==> src/rtl/channel_capture_scheduler.sv <==
// Capture/drain sequencer for the per-channel sample shift buffers.
// A prescaled tick launches a round-robin write sweep over all channels.
// Between sweeps, a host drain request empties one channel. Fill levels
// are tracked here; the buffer array itself lives outside this block.
//
// state   | meaning
// --------+-----------------------------------------------------------
// S_IDLE  | waiting for a sample tick (priority) or a host drain request
// S_SWEEP | one cycle per channel index, write strobe for enabled ones
// S_DRAIN | one read strobe per stored sample of rd_sel
// S_DONE  | drain complete pulse; fill of rd_sel cleared
module channel_capture_scheduler #(
   parameter int NUM_CHANNELS = 14,
   parameter int DEPTH        = 10,
   parameter int TICK_DIV     = 100,
   localparam int CH_W        = $clog2(NUM_CHANNELS),
   localparam int FILL_W      = $clog2(DEPTH + 1)
) (
   input  logic                    clk,
   input  logic                    reset,
   input  logic                    enable,
   input  logic [NUM_CHANNELS-1:0] chan_mask,
   output logic                    wr_en,
   output logic [CH_W-1:0]         wr_chan,
   input  logic                    rd_req,
   input  logic [CH_W-1:0]         rd_chan,
   output logic                    rd_ack,
   output logic                    rd_en,
   output logic [CH_W-1:0]         rd_sel,
   output logic                    rd_done,
   output logic [NUM_CHANNELS-1:0] full,
   output logic                    overrun
);

   localparam int PRE_W = (TICK_DIV > 2) ? $clog2(TICK_DIV) : 1;
   localparam logic [PRE_W-1:0]  PRE_MAX    = PRE_W'(TICK_DIV - 1);
   localparam logic [CH_W-1:0]   LAST_CH    = CH_W'(NUM_CHANNELS - 1);
   localparam logic [CH_W:0]     NUM_CH_EXT = (CH_W + 1)'(NUM_CHANNELS);
   localparam logic [FILL_W-1:0] FILL_MAX   = FILL_W'(DEPTH);
   localparam logic [FILL_W-1:0] FILL_ONE   = FILL_W'(1);

   typedef enum logic [1:0] {
      S_IDLE  = 2'd0,
      S_SWEEP = 2'd1,
      S_DRAIN = 2'd2,
      S_DONE  = 2'd3
   } state_t;

   state_t            state, state_nx;
   logic [PRE_W-1:0]  pre_cnt;
   logic              tick;
   logic [CH_W-1:0]   idx, idx_nx, idx_inc;
   logic              wr_en_nx;
   logic [CH_W-1:0]   wr_chan_nx;
   logic [CH_W-1:0]   rd_sel_nx;
   logic [FILL_W-1:0] drain_cnt, drain_cnt_nx;
   logic [FILL_W-1:0] req_fill;
   logic [FILL_W-1:0] fill [NUM_CHANNELS];

   assign idx_inc = idx + CH_W'(1);

   // Prescaler: tick is a registered pulse in the cycle the count has wrapped to 0
   always_ff @(posedge clk) begin
      if (reset) begin
         pre_cnt <= '0;
         tick    <= 1'b0;
      end else begin
         tick <= enable && (pre_cnt == PRE_MAX);
         if (enable) begin
            pre_cnt <= (pre_cnt == PRE_MAX) ? '0 : pre_cnt + PRE_W'(1);
         end
      end
   end

   // Fill level of the requested channel; out-of-range channels drain as empty
   always_comb begin
      req_fill = '0;
      if ({1'b0, rd_chan} < NUM_CH_EXT) begin
         req_fill = fill[rd_chan];
      end
   end

   // Next-state logic; sweep strobes are computed one cycle ahead and registered
   always_comb begin
      state_nx     = state;
      idx_nx       = idx;
      wr_en_nx     = 1'b0;
      wr_chan_nx   = '0;
      rd_sel_nx    = rd_sel;
      drain_cnt_nx = drain_cnt;
      rd_ack       = 1'b0;
      rd_en        = 1'b0;
      rd_done      = 1'b0;
      case (state)
         S_IDLE: begin
            if (tick) begin
               state_nx   = S_SWEEP;
               idx_nx     = '0;
               wr_en_nx   = chan_mask[0];
               wr_chan_nx = '0;
            end else if (rd_req && !reset) begin
               rd_ack       = 1'b1;
               rd_sel_nx    = rd_chan;
               drain_cnt_nx = req_fill;
               state_nx     = (req_fill == '0) ? S_DONE : S_DRAIN;
            end
         end
         S_SWEEP: begin
            if (idx == LAST_CH) begin
               state_nx = S_IDLE;
            end else begin
               idx_nx     = idx_inc;
               wr_en_nx   = chan_mask[idx_inc];
               wr_chan_nx = idx_inc;
            end
         end
         S_DRAIN: begin
            rd_en        = 1'b1;
            drain_cnt_nx = drain_cnt - FILL_ONE;
            if (drain_cnt == FILL_ONE) begin
               state_nx = S_DONE;
            end
         end
         S_DONE: begin
            rd_done  = 1'b1;
            state_nx = S_IDLE;
         end
         default: state_nx = S_IDLE;
      endcase
   end

   // State and registered control outputs
   always_ff @(posedge clk) begin
      if (reset) begin
         state     <= S_IDLE;
         idx       <= '0;
         wr_en     <= 1'b0;
         wr_chan   <= '0;
         rd_sel    <= '0;
         drain_cnt <= '0;
      end else begin
         state     <= state_nx;
         idx       <= idx_nx;
         wr_en     <= wr_en_nx;
         wr_chan   <= wr_chan_nx;
         rd_sel    <= rd_sel_nx;
         drain_cnt <= drain_cnt_nx;
      end
   end

   // Sticky overrun: a tick outside IDLE is dropped, the prescaler is not disturbed
   always_ff @(posedge clk) begin
      if (reset) begin
         overrun <= 1'b0;
      end else if (tick && (state != S_IDLE)) begin
         overrun <= 1'b1;
      end
   end

   // Fill counters saturate at DEPTH (buffer drops its oldest sample when full)
   always_ff @(posedge clk) begin
      for (int i = 0; i < NUM_CHANNELS; i++) begin
         if (reset) begin
            fill[i] <= '0;
         end else if ((state == S_DONE) && (rd_sel == CH_W'(i))) begin
            fill[i] <= '0;
         end else if (wr_en && (wr_chan == CH_W'(i)) && (fill[i] != FILL_MAX)) begin
            fill[i] <= fill[i] + FILL_ONE;
         end
      end
   end

   // Full flags straight from the counters
   always_comb begin
      full = '0;
      for (int i = 0; i < NUM_CHANNELS; i++) begin
         full[i] = (fill[i] == FILL_MAX);
      end
   end

endmodule
==> config.mk <==
export PLATFORM = sky130hd
export DESIGN_NAME = channel_capture_scheduler
export DESIGN_NICKNAME = d
export VERILOG_FILES = /design/src/rtl/channel_capture_scheduler.sv
export SDC_FILE = /design/constraint.sdc
export NUM_CORES = 1
export LEC_CHECK = 0
export CAP_MARGIN = 20
export CORE_ASPECT_RATIO = 0.5
export CORE_MARGIN = 3
export CORE_UTILIZATION = 50
export DETAILED_ROUTE_END_ITERATION = 6
export GPL_ROUTABILITY_DRIVEN = 0
export PLACE_DENSITY_LB_ADDON = 0.08
export SYNTH_ARGS = -nofsm -noshare
export SYNTH_HDL_FRONTEND = slang
export SYNTH_SLANG_ARGS = --single-unit
==> constraint.sdc <==
create_clock -name clk -period 1.9 [get_ports clk]
set_input_delay 0.38 -clock clk [delete_from_list [all_inputs] [get_ports clk]]
set_output_delay 0.38 -clock clk [all_outputs]
set_load 0.03 [all_outputs]
### Yosys cells after proc, flatten, opt, wreduce, memory -nomap -nowiden

Memories as Yosys holds them, arrays and structs flattened.
Index checks and enable logic that the tools add are counted.

| storage, ports and cells | value |
|---|---|
| memories | 1 |
| input bits | 22 |
| memory bits (writable) | 56 |
| bits in registers | 28 |

| cells by class | value |
|---|---|
| muxes and demuxes | 152 |
| add/sub/neg operators | 17 |
| order comparisons | 2 |
| equality and inequality tests | 67 |
| reductions and logical operators | 58 |
| bitwise logic cells | 30 |

Memories:

| name | depth | bits a word | rd ports | clocked after memory_dff | wr ports | RTL line | source |
|---|---|---|---|---|---|---|---|
| fill | 14 | 4 | 15 | 0 | 14 | 58 | `logic [FILL_W-1:0] fill [NUM_CHANNELS];` |

Operators by type and width:

| kind | count |
|---|---|
| $mux 4 | 33 |
| $mux 1 | 109 |
| $eq 4x4->1 const B | 27 |
| $add 4x1->4 const B | 15 |
| $ne 4x4->1 const B | 14 |
| $logic_and 1x1->1 | 45 |
| $eq 4x3->1 const B | 8 |
| $or 1x1->1 | 28 |
| $eq 4x2->1 const B | 4 |
| $pmux 4 s2 | 2 |
| $eq 4x1->1 const B | 3 |
| $logic_not 4->1 | 3 |
| $ne 2x2->1 const B | 6 |
| $reduce_and 3->1 | 4 |
| $mux 2 | 4 |
| $pmux 2 s4 | 1 |
| $add 7x1->7 const B | 1 |
| $eq 7x7->1 const B | 1 |
| $mux 7 | 1 |
| $reduce_bool 2->1 | 3 |
| $lt 4x5->1 const B | 1 |
| $bmux 1 s4 | 1 |
| $eq 2x2->1 const B | 2 |
| $lt 4x4->1 const B | 1 |
| 8 further kinds | 9 |

### Depth between registers and ports, before layout

Gate-level depths: netlist of run 1.

| depth | value |
|---|---|
| depth in word-level cells | 8 |
| mapped depth | 7 |
| gate-level depth less buffers | 7 |

### Worst setup path after synthesis of run 1

Ideal clock, no wire load.

| path | value |
|---|---|
| path kind | register to register |
| start point | reg wr_en |
| end point | mem fill[0][0] (netlist name) (enable) |
| setup slack | 0.076 ns |
| stages on the path, launching flop included | 4 |
| buffers on the path | 0 |
| library setup time | 0.310 ns |
| data arrival time | 1.514 ns |
| data required time | 1.590 ns |
| path through | dfxtp_1 > or3b_2 > nor4_1 > nand2b_1 |

RTL lines:

| element | RTL line | source |
|---|---|---|
| start: declaration | 23 | `output logic wr_en,` |
| start signal: assignment | 144 | `wr_en <= wr_en_nx;` |
| end: declaration | 58 |  |

### Final worst setup path of run 1

| path | value |
|---|---|
| start point | in rd_req |
| end point | out rd_ack |

| on the way | value |
|---|---|
| longest elaborated chain between the ends | 4 |

RTL lines:

| element | RTL line | source |
|---|---|---|
| start: declaration | 25 | `input logic rd_req,` |
| $logic_and 1x1->1 | 101 | `end else if (rd_req && !reset) begin` |
| $mux 1 | 101 |  |
| $mux 1 | 96 | `if (tick) begin` |
| $mux 1 | 94 | `case (state)` |
| end: declaration | 27 | `output logic rd_ack,` |

No other way between the ends.

==> metrics.txt, run 1 <==
Finish-stage setup viols 0; PwrDens 744 nW/um^2; RSZ-0062 raised after global routing true; Rows 24; routing usage on met2 0.337; DR DRC count 0; most common cell after layout, fill and taps aside nor2_1; Netlist cell types 44; Max Cap Violations 0; Sw Ratio 0.250; yosys warns 0; FF-to-FF Start fill[6][0]; largest family of logic cells by synthesized area simple AND/OR/NAND/NOR gates; clock share of power 0.397; dpl cells 692; Die Y 75.8 um; vias in the first global route 3550; Yosys reg bits 84; Worst Hold Class register to register; post-layout util 0.699; Port Buffer Count 48; simple logic cell fraction of the synthesized area 0.206; top cells by area, synth edfxtp_1 34%, dfxtp_1 11%, ha_1 8.5%; crit start category primary input; crit path max fanout 2; Post-Synth XOR/XNOR Area 0.0646; Synth top area share 0.345; Cell Area, Synth 4880 sq um; leading area contributor after synthesis edfxtp_1; prevailing post-synth register cell edfxtp_1; Hold Buf Count CTS 0; largest net degree at the start of global routing 23; Worst Skew 6.44 ps; flop2flop setup slack 60 ps; compound-cell area share of the yosys netlist 0.0654; Final Cycle Share 0.986; Power Internal 3.55 mW; die footprint 11000 sq um; pre-CTS WS -499 ps; Initial Utilization 0.536; worst setup path start rd_req; # IOs 49; Post-synth ARST share 0; Clk pin slew, worst setup/hold paths 60 ps; Final Critical Period 1870 ps; Die Width 146 um; 1st-iter DRT viols 385; Antenna Violating Nets Remaining 0; Seq/Total Area, Yosys 0.460; Leak 2.59 nW; power share of the sequential group 0.451; mux contribution to synthesized area 0.0893; DP HPWL 8990 um; H-tree depth 3; Remaining Overflow, GRT 0; Sinks on Clock Net 84; Max Buffers Root-to-Sink 2; max-slew violations 0; synthesized area per cell 10.1 sq um; post-DR wirelength/cell 16.6 um; Setup TNS 0 ps; met1 usage 0.311; CP Class primary input to output port; Layout Cells excl Fill 725; Peak VDD IR 0.546 mV; synthesis-to-finish area growth 30.3%; DRT Wirelength 12000 um; Clock Latency Late Sink 350 ps; CTS tree yes; CP Capture Type output port; net count after synthesis 537; FMAX 534 MHz; most frequent cells in the layout 88 x nor2_1, 65 x buf_4, 56 x edfxtp_1, 40 x nand2_1, 32 x ha_1; combinational power share 0.152; total routing usage reported by global routing 0.225; met3 usage 0.0772; status complete, no violations; Hold Fails Final Rpt 0; vias 3865; vias per cell 5.33; final setup margin 26.2 ps; Final Power 4.73 mW; initial antenna violation count 0; # nets final 645; Post-Synthesis Cells 482; global-route wire length before repair 18700 um; Slew HR 0.647; number of CTS-inserted buffers 9; Synth Area in Adders 0.0847; Core Region 9100 sq um; share of post-route cells with drive strength above 1 0.220; Worst EP arrival 1490 ps; drt first pass iters 6; Hold Startpoint overrun; Top Usage Layer GRT met2; Worst EP required 1520 ps; Clock Root Buffer clkbuf_16; Worst Tran Pin Value 526 ps; Post-synth EDFFs 56; P_sw 1.18 mW; n_diodes 0
cell type report:
type	count	area, sq um
Tap cell	130	163
Timing Repair Buffer	109	966
Inverter	24	90.1
Clock buffer	13	282
Clock inverter	3	41.3
Sequential cell	84	2240
Fill cell	699	2740
Multi-Input combinational cell	362	2570
per-stage QoR:
stage | area, sq um | hold WS, ps
after CTS | 6180 | 451
final | 6360 | 447
after global routing | 6360 | 502
after floorplan | 4880 | 469
after global placement | 5790 | 435
after detailed placement | 5790 | 438
critical path, cell delays in order:
cell	delay, ps
clkdlybuf4s50_1	510
nand2b_1	110
nor4_4	310
buf_6	180
cell families (layout without fill, tap and decap cells):
| kind of cell | count (synthesis) | after routing |
|---|---|---|
| buffers and inverters | 36 | 149 |
| AO/OA/AOI/OAI | 49 | 49 |
| flip-flops | 84 | 84 |
| multiplexers | 24 | 24 |
| XOR/XNOR | 36 | 36 |
| adder cells (fa/ha/maj) | 33 | 33 |
| AND/OR/NAND/NOR | 220 | 220 |
Yosys cell counts, types with 3 or more instances:
library cell and instances:
nand4_1 4, mux2i_1 6, a21o_1 5, nor2_1 98, buf_2 4, o21ai_0 9, a21oi_1 12, a31oi_1 8
nand2b_1 25, nor4_1 4, nand3b_1 4, xnor2_1 18, clkbuf_1 7, dfxtp_1 28, inv_1 24, mux2_2 3
nor3_1 16, nand2_1 41, mux4_2 14, xor2_1 18, ha_1 33, nor2b_1 4, nand3_1 17, edfxtp_1 56
path summary, 6_finish.rpt:
kind,cells past startpoint,end
hold reg to reg,2,overrun
hold / removal,2,overrun
setup / recovery,4,rd_ack
setup reg to reg,6,state[0]
power by group through the flow:
stage / Sequential (mW) / Combinational, mW / Clock [mW]
after global routing: 2.15 / 0.783 / 1.99
after CTS: 2.13 / 0.681 / 1.91
final: 2.13 / 0.719 / 1.88
after global placement: 2.17 / 0.658 / 0
after floorplan: 2.16 / 0.392 / 0
after detailed placement: 2.17 / 0.666 / 0
routing by layer:
metal	wire length (um)	share of wire
met4	124	0.010
met3	1050	0.087
met2	5040	0.42
met1	5820	0.48
met5	0	0
registers in the layout, summed over array words and instances, names as in the netlist:
name / count
rd_sel: 4
drain_cnt: 4
wr_en: 1
idx: 4
state: 2
wr_chan: 4
tick: 1
pre_cnt: 7
overrun: 1
fill: 56
timing repair:
item | 4_1_cts | 5_1_grt
setup endpoints to repair | 15 | 22
resized for setup | 11 | 26
buffers inserted | 9 | 11
endpoints found under the hold margin | 0 | 0
pin swaps | 9 | 4
No activity file was read; power rests on OpenSTA's default activity.
==> inputs of run 2 (changes only) <==
--- a/config.mk
+++ b/config.mk
@@ -8,7 +8,7 @@
 export CAP_MARGIN = 20
 export CORE_ASPECT_RATIO = 0.5
 export CORE_MARGIN = 3
-export CORE_UTILIZATION = 50
+export CORE_UTILIZATION = 57
 export DETAILED_ROUTE_END_ITERATION = 6
 export GPL_ROUTABILITY_DRIVEN = 0
 export PLACE_DENSITY_LB_ADDON = 0.08
==> run 2 against run 1 <==
Compared with the run above:
- wire length fell by 0.57%
- sequential power hardly changed
- largest power group unchanged
- cell area is 2.4% lower
==> metrics.txt, run 2 (synthesis gave the netlist of run 1 again) <==
Antenna Violating Nets Remaining 0; Die Width 137 um; Final Critical Period 1890 ps; Largest regs fill (56), pre_cnt (7); Initial Utilization 0.599; n_diodes 0; kind of cell adding the most delay to the critical path flip-flops; Remaining Overflow, GRT 0; largest net degree at the start of global routing 18; Layout Cells excl Fill 703; RSZ-0062 raised after global routing true; Clk pin slew, worst setup/hold paths 60 ps; post-DR wirelength/cell 17.0 um; FMAX 530 MHz; crit path max-delay cell type edfxtp_1; Critical path buffers and inverters 3; Hold Fails Final Rpt 0; share of post-route cells with drive strength above 1 0.213; clock share of power 0.374; DP HPWL 9260 um; Critical Path Most Common Cell buf_6; Most flops, register fill; Final Cycle Share 0.992; vias per cell 5.75; Power Internal 3.38 mW; Slew HR 0.618; CP Class register to output port; die footprint 9770 sq um; FF-to-FF Start fill[7][0]; WL met2 5350 um; drt first pass iters 5; Worst EP required 1520 ps; CTS tree yes; Worst Tran Pin Value 570 ps; Sw Ratio 0.254; most common cell after layout, fill and taps aside nor2_1; Peak VDD IR 0.612 mV; Filler cells 579; # nets final 641; number of CTS-inserted buffers 9; synthesis-to-finish area growth 27.2%; Rows 23; initial antenna violation count 0; status complete, no violations; global-route wire length before repair 19000 um; final setup margin 14.7 ps; Core Region 8140 sq um; DR DRC count 0; dpl cells 673; max-slew violations 0; max reg flops 56; Worst Skew 7.51 ps; most frequent cells in the layout 88 x nor2_1, 64 x buf_4, 56 x edfxtp_1, 40 x nand2_1, 32 x ha_1; power share of the sequential group 0.474; Sinks on Clock Net 84; H-tree depth 3; Max Buffers Root-to-Sink 2; 1st-iter DRT viols 367; Finish-stage setup viols 0; Worst EP arrival 1510 ps; # IOs 49; DRT Wirelength 12000 um; crit start category register; combinational power share 0.151; Clock Latency Late Sink 330 ps; max incr delay on CP 420 ps; Port Buffer Count 48; Worst Hold Class register to register; Max Cap Violations 0; highest metal used met4; WL met1 5260 um; vias 4040; pre-CTS WS -583 ps; worst setup path start fill[7][0]; crit path cell chain buf_6 > inv_1 > ha_2 > nand2_2 > nor2_4 > buf_6; CP Capture Type output port; Die Y 71.4 um; metal3 WL 1180 um; Leak 2.52 nW; Hold Startpoint overrun; Hold Buf Count CTS 0; crit path max fanout 2; P_sw 1.15 mW; vias in the first global route 3660; Clock Root Buffer clkbuf_16; total routing usage reported by global routing 0.257; PwrDens 730 nW/um^2
run 2: changes by cell type in the layout (fill, tap and decap cells not counted), moves of 2 or more:
| cell | delta |
|---|---|
| buf_12 | -3 |
| clkbuf_8 | -2 |
| dfxtp_1 | -2 |
| dfxtp_2 | +2 |
| nor2_2 | +2 |
| nor2_4 | -2 |
run 2: what timing repair did:
action / in CTS / in global routing
pin swaps: 0 / 4
endpoints found under the setup margin: 18 / 22
setup buffers: 1 / 13
gates resized for setup: 16 / 23
run 2: power groups by stage:
stage | sequential (mW) | clock (mW) | combinational [mW]
global placement | 2.18 | 0 | 0.639
floorplan | 2.16 | 0 | 0.392
global route | 2.16 | 1.79 | 0.750
detailed placement | 2.18 | 0 | 0.651
CTS | 2.14 | 1.71 | 0.652
finish | 2.15 | 1.70 | 0.686
run 2: metal layers:
layer  GRT usage  vias up
li1            -     1913
met1       0.371     1930
met2       0.395      180
met3      0.0687       17
met4      0.0564        0
met5           0        -
run 2: worst paths after layout:
check,endpoint,slack (ps),depth (start not counted)
setup / recovery,full[7],10,6
setup reg to reg,drain_cnt[0],70,6
hold reg to reg,overrun,460,2
hold / removal,overrun,460,2
run 2: cell type report:
class	count	area [sq um]	area share
clock inverters	5	53.8	0.00867
clock buffers	11	233	0.0375
inverters	24	90.1	0.0145
flip-flops and latches	84	2240	0.362
well taps	112	140	0.0226
repair buffers	105	888	0.143
multi-input cells	362	2560	0.412
run 2: per-stage QoR:
| step | hold slack (ps) | cell area [sq um] | power, mW | util | TNS [ps] |
|---|---|---|---|---|---|
| after floorplan | 469 | 4880 | 2.56 | - | 0 |
| after global placement | 435 | 5730 | 2.82 | 0.703 | -5510 |
| after detailed placement | 441 | 5730 | 2.83 | 0.703 | -6950 |
| after CTS | 454 | 6040 | 4.51 | 0.741 | 0 |
| after global routing | 466 | 6210 | 4.70 | 0.762 | -202 |
| final | 457 | 6210 | 4.53 | 0.762 | 0 |
run 2: worst register-to-register path, cell delays in order, from the launching register on:
cell and delay, ps:
edfxtp_1 420, buf_4 160, mux4_2 460, mux2i_1 200, o211ai_1 160, a221oi_1 270
nor2_1 60
